==> src/rtl/acc_cache_unit_pkg.sv <==
// rtl/acc_cache_unit_pkg.sv - shared types and encodings for the accumulator cache unit
package acc_cache_unit_pkg;

    typedef logic [7:0] byte_t;
    typedef logic       control_t;
    typedef logic [1:0] acc_src_t;

    localparam acc_src_t ACC_SRC_ZERO = 2'd0;
    localparam acc_src_t ACC_SRC_ALU  = 2'd1;
    localparam acc_src_t ACC_SRC_EXT  = 2'd2;
    localparam acc_src_t ACC_SRC_ONE  = 2'd3;

    localparam logic [1:0] AC_IDLE  = 2'd0;
    localparam logic [1:0] AC_WB    = 2'd1;
    localparam logic [1:0] AC_FILL  = 2'd2;
    localparam logic [1:0] AC_FLUSH = 2'd3;

endpackage

==> src/rtl/acc_cache_unit_line_array.sv <==
// rtl/acc_cache_unit_line_array.sv - direct-mapped line storage: ptr read, victim/scan read, one write port
module acc_line_array #(
    parameter int DATA_W  = 8,
    parameter int TAG_W   = 14,
    parameter int IDX_W   = 2,
    parameter int ENTRIES = 4
) (
    input  logic              clk,
    input  logic              reset,
    input  logic [IDX_W-1:0]  rd_idx,
    output logic [DATA_W-1:0] rd_data,
    output logic [TAG_W-1:0]  rd_tag,
    output logic              rd_valid,
    input  logic [IDX_W-1:0]  vic_idx,
    output logic [DATA_W-1:0] vic_data,
    output logic [TAG_W-1:0]  vic_tag,
    output logic              vic_valid,
    output logic              vic_dirty,
    input  logic              wr_en,
    input  logic [IDX_W-1:0]  wr_idx,
    input  logic [DATA_W-1:0] wr_data,
    input  logic [TAG_W-1:0]  wr_tag,
    input  logic              wr_valid,
    input  logic              wr_dirty
);

    logic [DATA_W-1:0]  data_q [ENTRIES];
    logic [DATA_W-1:0]  data_d [ENTRIES];
    logic [TAG_W-1:0]   tag_q  [ENTRIES];
    logic [TAG_W-1:0]   tag_d  [ENTRIES];
    logic [ENTRIES-1:0] valid_q, valid_d;
    logic [ENTRIES-1:0] dirty_q, dirty_d;

    assign rd_data   = data_q[rd_idx];
    assign rd_tag    = tag_q[rd_idx];
    assign rd_valid  = valid_q[rd_idx];
    assign vic_data  = data_q[vic_idx];
    assign vic_tag   = tag_q[vic_idx];
    assign vic_valid = valid_q[vic_idx];
    assign vic_dirty = dirty_q[vic_idx];

    always_comb begin
        data_d  = data_q;
        tag_d   = tag_q;
        valid_d = valid_q;
        dirty_d = dirty_q;
        if (wr_en) begin
            data_d[wr_idx]  = wr_data;
            tag_d[wr_idx]   = wr_tag;
            valid_d[wr_idx] = wr_valid;
            dirty_d[wr_idx] = wr_dirty;
        end
    end

    always_ff @(posedge clk or posedge reset) begin
        if (reset) begin
            valid_q <= '0;
            dirty_q <= '0;
            for (int i = 0; i < ENTRIES; i++) begin
                data_q[i] <= '0;
                tag_q[i]  <= '0;
            end
        end else begin
            valid_q <= valid_d;
            dirty_q <= dirty_d;
            data_q  <= data_d;
            tag_q   <= tag_d;
        end
    end

endmodule

==> src/rtl/acc_cache_unit.sv <==
// rtl/acc_cache_unit.sv - direct-mapped tape-cell cache with write-back/fill handshake and flush
// Optional statistics counters enabled by defining ACC_CACHE_STATS_EN.
module acc_cache_unit
    import acc_cache_unit_pkg::*;
#(
    parameter int DATA_W  = 8,
    parameter int ADDR_W  = 16,
    parameter int ENTRIES = 4
) (
    input  logic              clk,
    input  logic              reset,
    input  logic [ADDR_W-1:0] ptr,
    input  control_t          acc_write,
    input  acc_src_t          acc_src,
    input  logic [DATA_W-1:0] alu_out,
    input  logic [DATA_W-1:0] ext_in,
    input  logic              flush,
    output logic [DATA_W-1:0] acc_out,
    output logic              acc_zero,
    output logic              acc_ready,
    output logic              flush_done,
    output logic              mem_req,
    output logic              mem_we,
    output logic [ADDR_W-1:0] mem_addr,
    output logic [DATA_W-1:0] mem_wdata,
    input  logic [DATA_W-1:0] mem_rdata,
    input  logic              mem_ack
`ifdef ACC_CACHE_STATS_EN
    ,
    output logic [31:0]       hit_count,
    output logic [31:0]       miss_count
`endif
);

    localparam int IDX_W = $clog2(ENTRIES);
    localparam int TAG_W = ADDR_W - IDX_W;

    logic [1:0]        state_q, state_d;
    logic [ADDR_W-1:0] miss_addr_q, miss_addr_d;
    logic [IDX_W-1:0]  scan_q, scan_d;
    logic              flush_done_q, flush_done_d;

    logic [IDX_W-1:0]  ptr_idx, miss_idx, vic_idx, wr_idx;
    logic [TAG_W-1:0]  ptr_tag, miss_tag, rd_tag, vic_tag, wr_tag;
    logic [DATA_W-1:0] rd_data, vic_data, wr_data, src_val;
    logic              rd_valid, vic_valid, vic_dirty;
    logic              wr_en, wr_valid, wr_dirty, hit, line_done;

    assign ptr_idx  = ptr[IDX_W-1:0];
    assign ptr_tag  = ptr[ADDR_W-1:IDX_W];
    assign miss_idx = miss_addr_q[IDX_W-1:0];
    assign miss_tag = miss_addr_q[ADDR_W-1:IDX_W];

    assign hit        = rd_valid && (rd_tag == ptr_tag);
    assign acc_ready  = (state_q == AC_IDLE) && hit && !flush;
    assign acc_out    = acc_ready ? rd_data : '0;
    assign acc_zero   = (acc_out == '0);
    assign flush_done = flush_done_q;
    assign mem_wdata  = vic_data;

    acc_line_array #(
        .DATA_W  (DATA_W),
        .TAG_W   (TAG_W),
        .IDX_W   (IDX_W),
        .ENTRIES (ENTRIES)
    ) u_lines (
        .clk       (clk),
        .reset     (reset),
        .rd_idx    (ptr_idx),
        .rd_data   (rd_data),
        .rd_tag    (rd_tag),
        .rd_valid  (rd_valid),
        .vic_idx   (vic_idx),
        .vic_data  (vic_data),
        .vic_tag   (vic_tag),
        .vic_valid (vic_valid),
        .vic_dirty (vic_dirty),
        .wr_en     (wr_en),
        .wr_idx    (wr_idx),
        .wr_data   (wr_data),
        .wr_tag    (wr_tag),
        .wr_valid  (wr_valid),
        .wr_dirty  (wr_dirty)
    );

    always_comb begin
        case (acc_src)
            ACC_SRC_ZERO: src_val = '0;
            ACC_SRC_ALU:  src_val = alu_out;
            ACC_SRC_EXT:  src_val = ext_in;
            default:      src_val = DATA_W'(1);
        endcase
    end

    // Victim port follows ptr while idle so the miss decision sees the line about to be replaced.
    always_comb begin
        case (state_q)
            AC_IDLE:  vic_idx = ptr_idx;
            AC_FLUSH: vic_idx = scan_q;
            default:  vic_idx = miss_idx;
        endcase
    end

    always_comb begin
        state_d      = state_q;
        miss_addr_d  = miss_addr_q;
        scan_d       = scan_q;
        flush_done_d = 1'b0;
        wr_en        = 1'b0;
        wr_idx       = vic_idx;
        wr_data      = vic_data;
        wr_tag       = vic_tag;
        wr_valid     = vic_valid;
        wr_dirty     = 1'b0;
        mem_req      = 1'b0;
        mem_we       = 1'b0;
        mem_addr     = miss_addr_q;
        line_done    = 1'b0;
        case (state_q)
            AC_IDLE: begin
                if (flush) begin
                    state_d = AC_FLUSH;
                    scan_d  = '0;
                end else if (!hit) begin
                    miss_addr_d = ptr;
                    state_d     = (vic_valid && vic_dirty) ? AC_WB : AC_FILL;
                end else if (acc_write) begin
                    wr_en    = 1'b1;
                    wr_idx   = ptr_idx;
                    wr_data  = src_val;
                    wr_tag   = ptr_tag;
                    wr_valid = 1'b1;
                    wr_dirty = 1'b1;
                end
            end
            AC_WB: begin
                mem_req  = 1'b1;
                mem_we   = 1'b1;
                mem_addr = {vic_tag, vic_idx};
                if (mem_ack) begin
                    wr_en   = 1'b1;
                    state_d = AC_FILL;
                end
            end
            AC_FILL: begin
                mem_req = 1'b1;
                if (mem_ack) begin
                    wr_en    = 1'b1;
                    wr_data  = mem_rdata;
                    wr_tag   = miss_tag;
                    wr_valid = 1'b1;
                    state_d  = AC_IDLE;
                end
            end
            default: begin
                if (vic_valid && vic_dirty) begin
                    mem_req   = 1'b1;
                    mem_we    = 1'b1;
                    mem_addr  = {vic_tag, vic_idx};
                    wr_en     = mem_ack;
                    line_done = mem_ack;
                end else begin
                    line_done = 1'b1;
                end
                if (line_done) begin
                    if (scan_q == IDX_W'(ENTRIES - 1)) begin
                        state_d      = AC_IDLE;
                        flush_done_d = 1'b1;
                    end else begin
                        scan_d = scan_q + IDX_W'(1);
                    end
                end
            end
        endcase
    end

    always_ff @(posedge clk or posedge reset) begin
        if (reset) begin
            state_q      <= AC_IDLE;
            miss_addr_q  <= '0;
            scan_q       <= '0;
            flush_done_q <= 1'b0;
        end else begin
            state_q      <= state_d;
            miss_addr_q  <= miss_addr_d;
            scan_q       <= scan_d;
            flush_done_q <= flush_done_d;
        end
    end

`ifdef ACC_CACHE_STATS_EN
    logic [31:0] hit_count_q, hit_count_d;
    logic [31:0] miss_count_q, miss_count_d;

    always_comb begin
        hit_count_d  = hit_count_q;
        miss_count_d = miss_count_q;
        if (acc_write && acc_ready && (hit_count_q != '1))
            hit_count_d = hit_count_q + 32'd1;
        if ((state_q == AC_IDLE) && ((state_d == AC_WB) || (state_d == AC_FILL)) && (miss_count_q != '1))
            miss_count_d = miss_count_q + 32'd1;
    end

    always_ff @(posedge clk or posedge reset) begin
        if (reset) begin
            hit_count_q  <= '0;
            miss_count_q <= '0;
        end else begin
            hit_count_q  <= hit_count_d;
            miss_count_q <= miss_count_d;
        end
    end

    assign hit_count  = hit_count_q;
    assign miss_count = miss_count_q;
`endif

endmodule
==> config.mk <==
export PLATFORM = sky130hd
export DESIGN_NAME = acc_cache_unit
export DESIGN_NICKNAME = d
export VERILOG_FILES = /design/src/rtl/acc_cache_unit_pkg.sv /design/src/rtl/acc_cache_unit_line_array.sv /design/src/rtl/acc_cache_unit.sv
export SDC_FILE = /design/constraint.sdc
export NUM_CORES = 1
export LEC_CHECK = 0
export ABC_AREA = 1
export CAP_MARGIN = 20
export CELL_PAD_IN_SITES_DETAIL_PLACEMENT = 1
export CELL_PAD_IN_SITES_GLOBAL_PLACEMENT = 1
export CORE_MARGIN = 2
export CORE_UTILIZATION = 41
export DETAILED_ROUTE_END_ITERATION = 12
export DONT_BUFFER_PORTS = 1
export MAX_ROUTING_LAYER = met4
export PLACE_DENSITY_LB_ADDON = 0.15
export SYNTH_ARGS = -nofsm -noshare
export SYNTH_HDL_FRONTEND = slang
export SYNTH_HIERARCHICAL = 1
export SYNTH_SLANG_ARGS = --single-unit
==> constraint.sdc <==
create_clock -name clk -period 6.8 [get_ports clk]
set_clock_uncertainty 0.15 [all_clocks]
set_input_delay 1.36 -clock clk [delete_from_list [all_inputs] [get_ports clk]]
set_output_delay 1.36 -clock clk [all_outputs]
set_load 0.01 [all_outputs]
==> impl_metrics.json <==
{
  "clock.fmax_mhz": 178,
  "postCtsResizedCells": 0,
  "synth_adder_area_share_pct": 0.906,
  "via_per_inst": 5.48,
  "reg2reg_to": "u_lines/tag_q[38]",
  "antenna_cells_inserted": 0,
  "syn-num-nets": 1386,
  "grt.overflow.total": 0,
  "peakVddDrop_uv": 277,
  "min_period_ns": 5.61,
  "worst_pin_slew_ns": 0.993,
  "syn_area_per_cell_um2": 6.22,
  "portBuffers": 0,
  "ys_seq_area_share_pct": 35.3,
  "ys_top_cells_by_count": "nand2_1 (526), inv_1 (176), nand3_1 (150)",
  "routed_wl_mm": 30.5,
  "num-nets-final": 1348,
  "start_util_pct": 42.2,
  "ys_top_cells_by_area": "dfrtp_1 (35%), nand2_1 (24%), nand3_1 (9.1%)",
  "synthXorXnorAreaFrac_pct": 0.106,
  "ioPinCount": 84,
  "worstHoldStart": "u_lines/data_q[28]",
  "htree_levels": 4,
  "path_max_fanout": 31,
  "grt_pass1_vias": 8789,
  "p_per_area_nw_per_um2": 626,
  "vias": 8617,
  "first_pass_iters": 7,
  "cts_tree": "done",
  "grt_pass1_wl_mm": 49.2,
  "fin_setup_tns_ns": 0,
  "post-route-util_pct": 46.0,
  "synth-seq-cells": 117,
  "rr_worst_depth": 21,
  "setup_viol": 0,
  "rows": 51,
  "clk_latency_ns": 0.42,
  "die_h_um": 146,
  "yosysMostFrequentCell": "nand2_1",
  "synth_compound_area_share_pct": 9.14,
  "hold_path.class": "flop to flop",
  "syn_area_um2": 8290,
  "clock-sinks": 117,
  "fin_crit_sh_pct": 82.5,
  "setup_ws_ns": 1.19,
  "cts_setup_buffers": 0,
  "ant_nets": 0,
  "preCtsSetupSlack_ns": 1.26,
  "r2r-start": "state_q[0]",
  "synth_edf_count": 0,
  "synthDistinctLibCells": 34,
  "drv_cap": 0,
  "first_iter_violations": 720,
  "holdPathStages": 2,
  "cp_data_arrival_time_ns": 4.10,
  "endpoint_kind": "output pin",
  "synth_top_family_by_area": "simple AND/OR/NAND/NOR gates",
  "coreArea_um2": 19700,
  "place.gp.congestion": 0.879,
  "synth_mux_area_share_pct": 0,
  "hold_buffers": 0,
  "wl_per_cell_um": 19.4,
  "die_area_um2": 21400,
  "synth-simple-area-share_pct": 41.2,
  "cts-root-buf": "clkbuf_16",
  "whs_endpoint": "u_lines/data_q[28]",
  "grt_antenna_before_repair": 0,
  "fin_hold_ws_ns": 0.318,
  "reg2reg_slack_ns": 1.86,
  "ys_warn_count": 6,
  "max-clock-path-buffers": 2,
  "total_power_w": 0.00566,
  "syn_inst": 1333,
  "syn_to_final_growth_pct": 9.15,
  "ys.flop_type": "dfrtp_1",
  "outcome": "finished clean",
  "async_flop_share_pct": 100,
  "path_clk_slew_ns": 0.06,
  "track_usage_pct": 30.2,
  "power.leakage_nw": 4.98,
  "startpoint_type": "flop",
  "relSlewSlack_pct": 33.8,
  "drv_slew": 0,
  "dpl.hpwl_mm": 20.9,
  "critPathRequiredTime_ns": 5.29,
  "grt_max_degree": 76,
  "rsz0062_at_grt": "false",
  "synth_top_cell_area_share_pct": 35.3,
  "die_w_um": 146,
  "drive_above_1_share_pct": 6.73,
  "crit_type": "flop to output pin",
  "hold_violations": 0,
  "cts_buffers": 17,
  "synth_top_area_cell": "dfrtp_1",
  "drc": 0
}
==> where the power goes <==
| group | leakage [nW] | total [W] | switching (W) | internal (W) |
|---|---|---|---|---|
| registers | 1.52 | 0.00112 | 0.000156 | 0.000960 |
| clock network | 0.277 | 0.000892 | 0.000351 | 0.000541 |
| logic | 3.19 | 0.00366 | 0.00277 | 0.000892 |
==> layout make-up <==
cell class                 instances  area, um2
inverter                         195        734
multi-input combinational        945       4290
tap                              265        332
fill                            2734      10600
clock inverter                    11        101
sequential                       117       2930
timing repair buffer              19        175
clock buffer                      21        480
==> routing by layer <==
layer / part of all wire (%) / wire [um] / GRT usage, % / vias to the layer above
met1: 47 / 14300 / 41.8 / 4202
li1: - / - / - / 4118
met5: 0 / 0 / - / -
met2: 45 / 13800 / 45.9 / 269
met4: 0.85 / 259 / 6.70 / 0
met3: 7.3 / 2230 / 6.06 / 28
==> sequential cells by signal, indices dropped and copies added, names as in the netlist <==
register / flops
flush_done: 1
miss_addr_q: 16
scan_q: 2
state_q: 2
u_lines/data_q: 32
u_lines/dirty_q: 4
u_lines/tag_q: 56
u_lines/valid_q: 4
==> stage by stage <==
| stage | cell area, um2 | instances |
|---|---|---|
| 3_5_place_dp | 8430 | 1540 |
| 5_1_grt | 9040 | 1573 |
| 4_1_cts | 9020 | 1572 |
| 6_report | 9040 | 1573 |
| 3_3_place_gp | 8430 | 1540 |
| 2_1_floorplan | 8290 | 1333 |
==> how the worst max path moves through the flow <==
| stage | from | to | slack (ns) | cells after the start |
|---|---|---|---|---|
| final | state_q[0] | mem_addr[1] | 1.19 | 16 |
| after global routing | state_q[0] | mem_addr[1] | 0.82 | 16 |
| after CTS | state_q[0] | mem_addr[1] | 1.18 | 16 |
| after detailed placement | ptr[0] | u_lines/tag_q[38] | 1.26 | 16 |
| after global placement | ptr[0] | u_lines/tag_q[38] | 1.35 | 16 |
| after floorplan | ptr[0] | mem_addr[10] | 2.15 | 12 |
==> worst max-delay path, stage by stage, from the launching register on <==
cell and delay [ns]:
dfrtp_1 0.45, inv_1 0.18, ha_1 0.38, inv_1 0.11, nor2_1 0.26, a21oi_4 0.05, inv_1 0.51, buf_4 0.44
nand2_1 0.10, nand3_1 0.07, nand2_1 0.08, nand2_1 0.07, buf_4 0.30, inv_1 0.10, nand2_1 0.13, nand2_1 0.14
a32o_1 0.29
==> cells in the final DEF (no fill, tap or decap), drive strengths merged <==
cell type / n
nand2: 530
inv: 192
nand3: 154
dfrtp: 117
o21ai: 80
nor2: 70
nand4: 49
a21oi: 22
clkbuf: 21
a22oi: 20
buf: 19
clkinv: 9
ha: 6
o2111ai: 4
clkinvlp: 4
o22ai: 2
a32o: 2
or2: 1
a211oi: 1
xnor2: 1
a31oi: 1
o211ai: 1
a21o: 1
bufinv: 1
==> cell families after synthesis <==
kind of cell,after synthesis
AOI/OAI and AO/OA,134
xor gates and xnor gates,1
adders and majority gates,6
buffers and inverters,271
DFF,117
and+or+nand+nor,804
Note: power is estimated with default switching activity, not from simulation.
==> RTL change 1: new RTL, same settings <==
The option `ACC_CACHE_STATS_EN` is turned on by a define.
--- a/src/rtl/acc_cache_unit.sv
+++ b/src/rtl/acc_cache_unit.sv
@@ -1,4 +1,6 @@
 // rtl/acc_cache_unit.sv - direct-mapped tape-cell cache with write-back/fill handshake and flush
 // Optional statistics counters enabled by defining ACC_CACHE_STATS_EN.
+`define ACC_CACHE_STATS_EN
+
 module acc_cache_unit
     import acc_cache_unit_pkg::*;
Check against the original RTL (old outputs only; new: hit_count and miss_count): equivalent (equiv_simple and equiv_induct, registers matched by name and starting in step).
==> RTL change 1 against the original RTL <==
  * Sequential cell count increased by 64
  * Routed wire length increased by 36%
  * Total power increased by 11%
  * Final area increased by 42%
  * Maximum frequency decreased by 8.3%
  * Via count increased by 35%
  * Setup slack got worse by 510 ps
  * Area after synthesis increased by 45%
  * Critical path type unchanged
  * Critical endpoint is now mem_addr[15]
==> RTL change 1: results (changes against the original RTL) <==
Parameter                              Value

Min path
  Capture endpoint of the worst hold path    u_lines/tag_q[33] (was u_lines/data_q[28])
  Start point of the worst hold path    u_lines/tag_q[33] (was u_lines/data_q[28])

Route
  Detailed-routed wire length on met2    20.74 mm (was 13.76 mm)
  Starting DRT DRC Count    569 (was 720)
  Total routed wire length on the met1 layer    17.23 mm (was 14.28 mm)
  Number of vias after detailed routing    11640 (was 8617)
  Wirelength, routed    41.46 mm (was 30.53 mm)

Finish
  Inverters, non-clock    251 (was 195)
  Final-layout non-clock buffer area share    1.568% (was 1.937%)
  Number of fill cells in the layout    3759 (was 2734)
  Multi-input gates    1256 (was 945)

Critical path
  Setup slack on the worst flop-to-flop path    1540 ps (was 1860 ps)

Status
  Run status    completed (unchanged)

Yosys
  Share of the synthesized netlist area taken by xor and xnor gates    4.315% (was 0.1057%)
  Adder-cell share of the synthesized area    0.8358% (was 0.9061%)
  Area contributors post-synth    dfrtp_1, nand2_1, nand3_1 (unchanged)
  Syn_area_per_cell    6.740 um2 (was 6.216 um2)
  Synthesized-area fraction occupied by ao, oa, aoi and oai cells    7.000% (was 9.136%)

Timing
  Max_slew headroom    38.50% (was 33.77%)

Global routing
  Met2 Resource Use GR    48.40% (was 45.90%)
  Vias in the first global route    12270 (was 8789)

Placement
  Routability Congestion    0.8758 (was 0.8789)
  DP HPWL    29.27 mm (was 20.86 mm)
  Placed Cells incl. Taps    2091 (was 1540)

Power
  Peak supply drop    0.0002479 V (was 0.0002774 V)
RTL change 1: cell count changes in the layout (fill, tap and decap cells not counted), moves of 17 or more:
| cell | change |
|---|---|
| xnor2_1 | +22 |
| xor2_1 | +36 |
| nand3_1 | +44 |
| inv_1 | +59 |
| o21ai_1 | -17 |
| a22oi_1 | -20 |
| dfrtp_1 | +64 |
| nor3_1 | +26 |
| nand2_1 | +106 |
| nand4_1 | +26 |
| o21ai_0 | +18 |
RTL change 1: worst max-delay path by stage:
| stage | cells past startpoint | to | from |
|---|---|---|---|
| after CTS | 15 | mem_addr[15] | state_q[0] |
| after detailed placement | 19 | u_lines/tag_q[15] | ptr[1] |
| after global placement | 17 | u_lines/tag_q[26] | ptr[1] |
| after floorplan | 15 | mem_addr[10] | ptr[1] |
| after global routing | 15 | mem_addr[15] | state_q[0] |
| final | 15 | mem_addr[15] | state_q[0] |
==> RTL change 2: new RTL, config.mk and constraints unchanged <==
Made on the original files. `miss_addr_q` no longer has a reset.
--- a/src/rtl/acc_cache_unit.sv
+++ b/src/rtl/acc_cache_unit.sv
@@ -178,13 +178,15 @@
         if (reset) begin
             state_q      <= AC_IDLE;
-            miss_addr_q  <= '0;
             scan_q       <= '0;
             flush_done_q <= 1'b0;
         end else begin
             state_q      <= state_d;
-            miss_addr_q  <= miss_addr_d;
             scan_q       <= scan_d;
             flush_done_q <= flush_done_d;
         end
+    end
+
+    always_ff @(posedge clk) begin
+        miss_addr_q <= miss_addr_d;
     end
 
Behaviour: not the same (a bounded check fails within 4 cycles, from zero or initial values and one cycle with reset high).
==> RTL change 2 against the original RTL <==
  * Non-clock buffer count did not move
  * Area after synthesis shrank 0.44%
  * Sequential cell count unchanged
  * Register-to-register slack got worse by 40 ps
  * Final area rose by 0.42%
  * Routed wire length fell by 2.1%
  * Maximum frequency down 0.84%
  * Setup slack worse by 47 ps
  * Utilization up 0.34 points
  * Via count fell by 2.9%
  * Critical path depth unchanged
  * Sequential power is 4% lower
  * Total power shrank 3.9%
  * Critical path type is now input port to register
  * Largest power group unchanged
==> RTL change 2: results (changes against the original RTL) <==
Parameter                              Value

Finish
  Sequential portion of the cell area    33.12% (was 32.37%)
  Portion of the layout cell area used by clock cells    7.289% (was 6.433%)
  Inverters, non-clock    199 (was 195)
  Nets    1319 (was 1348)
  Share of post-route cells with drive strength above 1    7.349% (was 6.728%)
  Area growth, synth to finish    10.09% (was 9.151%)
  Final-layout non-clock buffer area share    1.791% (was 1.937%)
  Clock buffer instance count of the final layout    21 (unchanged)
  Multi-input gates    912 (was 945)
  Share of cell area taken by multi-input logic gates    45.89% (was 47.47%)
  Number of fill cells in the layout    2623 (was 2734)

Route
  Starting DRT DRC Count    513 (was 720)
  Post-detailed-route wirelength per cell    19.35 um (was 19.41 um)
  Detailed-routed wire length on met2    14.06 mm (was 13.76 mm)
  Total routed wire length on the met1 layer    13.67 mm (was 14.28 mm)
  Top layer in use    met4 (unchanged)
  Wire length on met3    1.750 mm (was 2.233 mm)

Power
  Peak supply drop    0.0002408 V (was 0.0002774 V)
  Total Power Consumption    0.005441 W (was 0.005665 W)
  Static power due to leakage    5.003 nW (was 4.985 nW)
  Relative contribution of sequential cells to total power    19.9% (was 19.7%)
  Comb group    0.00335 W (was 0.00366 W)

Critical path
  Critical Path AT    5810 ps (was 4100 ps)
  Slowest cell on the critical path    nor2_4 (was inv_1)
  Peak fanout along the critical path    50 (was 31)
  Cell class contributing the biggest share of worst-path delay    simple AND/OR/NAND/NOR gates (was buffers and inverters)
  Largest stage delay, worst path    830 ps (was 510 ps)

Placement
  Cell Area, Placed    8392 um2 (was 8434 um2)
  DP HPWL    20.47 mm (was 20.86 mm)

Global routing
  Vias in the first global route    8739 (was 8789)
  First-pass GRT wire length    48.26 mm (was 49.18 mm)
  Met3 Track Usage GR    5.956% (was 6.063%)
  Met2 Resource Use GR    48.96% (was 45.90%)
  Met1 Track Usage GR    38.03% (was 41.78%)

Yosys
  Library cells used by synthesis    33 (was 34)
  Count of flip-flops with a built-in enable after synthesis    16 (was 0)
  Share of the synthesized netlist area taken by xor and xnor gates    0.1062% (was 0.1057%)
  Net count of the mapped netlist    1353 (was 1386)
  Area contributors post-synth    dfrtp_1, nand2_1, inv_1 (was dfrtp_1, nand2_1, nand3_1)
  Commonest cells in the synthesized netlist    nand2_1, inv_1, nand3_1 (unchanged)
  Post-synth ARST share    86.32% (was 100.0%)
  Adder-cell share of the synthesized area    0.9101% (was 0.9061%)
  Sequential area share after synthesis    36.46% (was 35.34%)

Clock tree
  Inserted Clock Buffers    17 (unchanged)

Status
  Run status    completed (unchanged)

Timing
  Transition time at the pin with the least slew margin    1130 ps (was 993.5 ps)
## RTL change 2: cell types whose count changed after synthesis, moves of 6 or more
cell,delta
inv_2,-7
nand3_1,-12
nand2_1,-12
dfrtp_1,-16
edfxtp_1,+16
o21ai_1,-18
nand3_2,+6
inv_1,+13
## RTL change 2: final timing paths
kind                                         from                 to  slack, ps  depth (start not counted)
worst max-delay path                       ptr[0]  u_lines/tag_q[53]       1140                         16
worst min-delay path            u_lines/tag_q[14]  u_lines/tag_q[14]        320                          2
worst max register to register         state_q[0]  u_lines/tag_q[37]       1820                         17
worst min register to register  u_lines/tag_q[14]  u_lines/tag_q[14]        320                          2
max in group asynchronous                   reset  u_lines/tag_q[16]       4920                          3
min in group asynchronous                   reset          scan_q[0]        580                          1
## RTL change 2: per-stage QoR
step	cells	hold slack, ps
after floorplan	1300	291.9
after global placement	1511	303.8
after detailed placement	1511	308.3
after CTS	1543	322.5
after global routing	1544	339.9
final	1544	316.2
